`src/rtl/pipe_delay_reg.sv`:
```
// WIDTH-bit, STAGES-deep retiming pipeline with per-stage valid, stall, clear/set
// and a registered count of stages currently holding valid data.
module pipe_delay_reg #(
    parameter int                 WIDTH     = 4,
    parameter int                 STAGES    = 2,
    parameter logic [WIDTH-1:0]   RESET_VAL = '0,
    parameter logic [WIDTH-1:0]   SET_VAL   = {WIDTH{1'b1}},
    localparam int                CW        = $clog2(STAGES + 1)
) (
    input  logic             clk,
    input  logic             reset_n,
    input  logic             en,
    input  logic             sclr,
    input  logic             sset,
    input  logic [WIDTH-1:0] d,
    input  logic             in_valid,
    output logic [WIDTH-1:0] q,
    output logic             out_valid,
    output logic [CW-1:0]    count,
    output logic             busy
);

    logic [WIDTH-1:0] s [STAGES];
    logic [STAGES-1:0] v;
    logic [CW:0]       count_nxt;

    // One extra bit so the add/subtract cannot wrap; the result is always 0..STAGES.
    assign count_nxt = {1'b0, count} + (CW + 1)'(in_valid) - (CW + 1)'(v[STAGES-1]);

    always_ff @(posedge clk or negedge reset_n) begin
        if (!reset_n) begin
            for (int i = 0; i < STAGES; i++) s[i] <= RESET_VAL;
            v     <= '0;
            count <= '0;
        end else if (sclr) begin
            for (int i = 0; i < STAGES; i++) s[i] <= RESET_VAL;
            v     <= '0;
            count <= '0;
        end else if (sset) begin
            for (int i = 0; i < STAGES; i++) s[i] <= SET_VAL;
            v     <= '0;
            count <= '0;
        end else if (en) begin
            s[0] <= d;
            v[0] <= in_valid;
            for (int i = 1; i < STAGES; i++) begin
                s[i] <= s[i-1];
                v[i] <= v[i-1];
            end
            count <= count_nxt[CW-1:0];
        end
    end

    assign q         = s[STAGES-1];
    assign out_valid = v[STAGES-1];
    assign busy      = (count != '0);

endmodule

```
`config.mk`:
```
export PLATFORM = sky130hd
export DESIGN_NAME = pipe_delay_reg
export DESIGN_NICKNAME = d
export VERILOG_FILES = /design/src/rtl/pipe_delay_reg.sv
export SDC_FILE = /design/constraint.sdc
export NUM_CORES = 1
export LEC_CHECK = 0
export CAP_MARGIN = 20
export CORE_MARGIN = 4
export CORE_UTILIZATION = 25
export CTS_CLUSTER_DIAMETER = 100
export DETAILED_ROUTE_END_ITERATION = 12
export PLACE_DENSITY_LB_ADDON = 0.3
export SETUP_SLACK_MARGIN = 0.1
export SLEW_MARGIN = 30
export SYNTH_ARGS = -nofsm -noshare
export SYNTH_HDL_FRONTEND = slang
export SYNTH_SLANG_ARGS = --single-unit
```
`constraint.sdc`:
```
create_clock -name clk -period 1.8 [get_ports clk]
set_input_delay 0.36 -clock clk [delete_from_list [all_inputs] [get_ports clk]]
set_output_delay 0.36 -clock clk [all_outputs]
set_load 0.01 [all_outputs]
```
==> results.json, run 1 <==
{
  "slowest_delay_ns": 0.55,
  "rsz0062_at_grt": "false",
  "power_leakage_uw": 0.000360,
  "cts_buffers": 3,
  "synth_top_area_share": 0.490,
  "slew_headroom": 0.622,
  "numPortBuffers": 17,
  "via_per_inst": 4.55,
  "cts.clk_slew.worst_paths_ns": 0.07,
  "ys_warn_count": 0,
  "path_delay_family": "buffers and inverters",
  "fin_crit_sh": 0.868,
  "worstPathRequired_ns": 1.44,
  "die_area_um2": 3310,
  "grt_pass1_wl_um": 2210,
  "remaining_drc_errors": 0,
  "ys_seq_elements": 12,
  "cp-end-kind": "output pin",
  "worstPathArrival_ns": 1.20,
  "layout.nets": 90,
  "antenna_found_initial": 0,
  "critical_path_class": "reg2out",
  "clock_latency_ns": 0.27,
  "overflow": 0,
  "startpoint_type": "register",
  "grt_max_degree": 13,
  "area_growth_pct": 32.2,
  "core_um2": 2280,
  "ant_nets": 0,
  "fin_setup_tns_ns": 0,
  "cts.sinks": 12,
  "num_antenna_cells": 0,
  "grt_pass1_vias": 496,
  "ir_worst_vdd_uv": 563,
  "root_buffer": "clkbuf_4",
  "start_util": 0.269,
  "drt_iter0_markers": 5,
  "synth_area_leader_cell": "dfrtp_1",
  "slowest_stage": "clkdlybuf4s50_1",
  "dp_hpwl_um": 879,
  "cts_tree": "yes",
  "crit_fanout": 4,
  "worstHoldPathType": "in2async",
  "clock_skew_ns": 0.00404,
  "fin_util": 0.356,
  "postCtsSetupRepairBufs": 0,
  "maxCapViolations": 0,
  "holdWs_ns": 0.449,
  "tightestPinTransition_ns": 0.565,
  "place.gp.congestion": 0.723,
  "drive_gt1_frac": 0.0921,
  "avgSynthCellArea_um2": 10.2,
  "ys_seq_area_frac": 0.490,
  "num_rows": 17,
  "synth_cell_types": 18,
  "vias": 473,
  "slew_viol_final": 0,
  "yosys-top-cells-area": "dfrtp_1, a211oi_1, and2_1",
  "powerDensity_nw_per_um2": 684,
  "dr.pass1.iters": 3,
  "wl_per_cell_um": 12.0,
  "critPathBufInv": 1,
  "finalHoldViolCount": 0,
  "setup_violations": 0,
  "synth_area_um2": 613,
  "total_power_uw": 555,
  "syn-num-nets": 72,
  "drt_wl_total_um": 1250,
  "syn_inst": 60,
  "cts-htree-levels": 1,
  "fmax_ghz": 0.640,
  "path_cells": "clkdlybuf4s50_1",
  "fin_crit_ns": 1.56,
  "outcome": "completed",
  "grt_use_total": 0.0862,
  "clock_path_buffers": 2,
  "io-pin-count": 18,
  "fp.dieH_um": 57.5,
  "fp.dieW_um": 57.5
}
==> where the power goes <==
| part | internal, µW | switching, µW |
|---|---|---|
| combinational | 54.3 | 45.2 |
| sequential | 284 | 7.76 |
| clock | 77.4 | 85.9 |
==> placed cells by master, fill, tap and decap left out, drive strengths merged <==
cell type	synthesis	final
a211oi	8	8
xnor2	1	1
clkbuf	0	3
inv	3	3
and2	7	7
nor3	3	3
ha	2	2
dlygate4sd2	0	1
or2	1	1
mux2i	3	3
buf	7	3
o211ai	1	1
or3	1	1
nor2	9	9
clkdlybuf4s50	0	16
dfrtp	12	12
nor2b	1	1
o31ai	1	1
==> worst paths after layout <==
path	startpoint	to	slack, ns	depth (start not counted)
max reg2reg	count[0]	count[1]	0.36	7
max	count[1]	count[1]	0.24	1
min reg2reg	s[5]	s[5]	0.52	2
min	reset_n	s[4]	0.45	1
min in group clk	s[5]	s[5]	0.52	2
max in group asynchronous	reset_n	s[6]	0.98	1
==> repair_timing <==
action | CTS | global route
setup endpoints to repair | 1 | 0
gates resized for setup | 1 | 0
endpoints found under the hold margin | 0 | 0
hold buffers | 0 | 0
==> logic make-up after synthesis <==
logic type / synth area share
XOR/XNOR: 0.0143
multiplexers: 0.0490
AO/OA/AOI/OAI: 0.122
AND/OR/NAND/NOR: 0.182
flip-flops: 0.490
adder cells (fa/ha/maj): 0.0408
buffers and inverters: 0.102
==> per-layer routing <==
metal / GRT usage / wire length (µm) / vias to the layer above
li1: - / - / 235
met1: 0.119 / 641 / 223
met2: 0.118 / 516 / 15
met3: 0.0452 / 93 / 0
met4: 0.0199 / 0 / 0
met5: 0 / 0 / -
==> synth_stat cells (all sizes together) <==
cell type,instances
a211oi,8
and2,7
buf,7
dfrtp,12
ha,2
inv,3
mux2i,3
nor2,9
nor2b,1
nor3,3
o211ai,1
o31ai,1
or2,1
or3,1
xnor2,1
==> final cells by class <==
class	count	area (µm²)
Sequential cell	12	300
Timing Repair Buffer	20	191
Clock buffer	3	22.5
Tap cell	28	35.0
Inverter	3	11.3
Fill cell	239	1470
Multi-Input combinational cell	38	250
==> state kept, by name, summed over array words and instances (netlist names) <==
name	cells
q	4
s	4
count	2
v	2
==> stage by stage <==
| stage | std cells | setup WS [ns] | area (µm²) |
|---|---|---|---|
| 6_report | 104 | 0.238 | 811 |
| 2_1_floorplan | 60 | 0.399 | 613 |
| 3_3_place_gp | 101 | 0.208 | 790 |
| 4_1_cts | 104 | 0.214 | 811 |
| 3_5_place_dp | 101 | 0.173 | 790 |
| 5_1_grt | 104 | 0.179 | 811 |
(Power assumes the default switching activity.)
==> run 2: changes to the inputs <==
--- a/config.mk
+++ b/config.mk
@@ -8,8 +8,9 @@
 export CAP_MARGIN = 20
 export CORE_MARGIN = 4
 export CORE_UTILIZATION = 25
-export CTS_CLUSTER_DIAMETER = 100
+export CTS_CLUSTER_DIAMETER = 80
 export DETAILED_ROUTE_END_ITERATION = 12
+export HOLD_SLACK_MARGIN = 0.02
 export PLACE_DENSITY_LB_ADDON = 0.3
 export SETUP_SLACK_MARGIN = 0.1
 export SLEW_MARGIN = 30
==> results of run 2 <==
No change in the layout: final DEF, timing and power equal those of run 1.
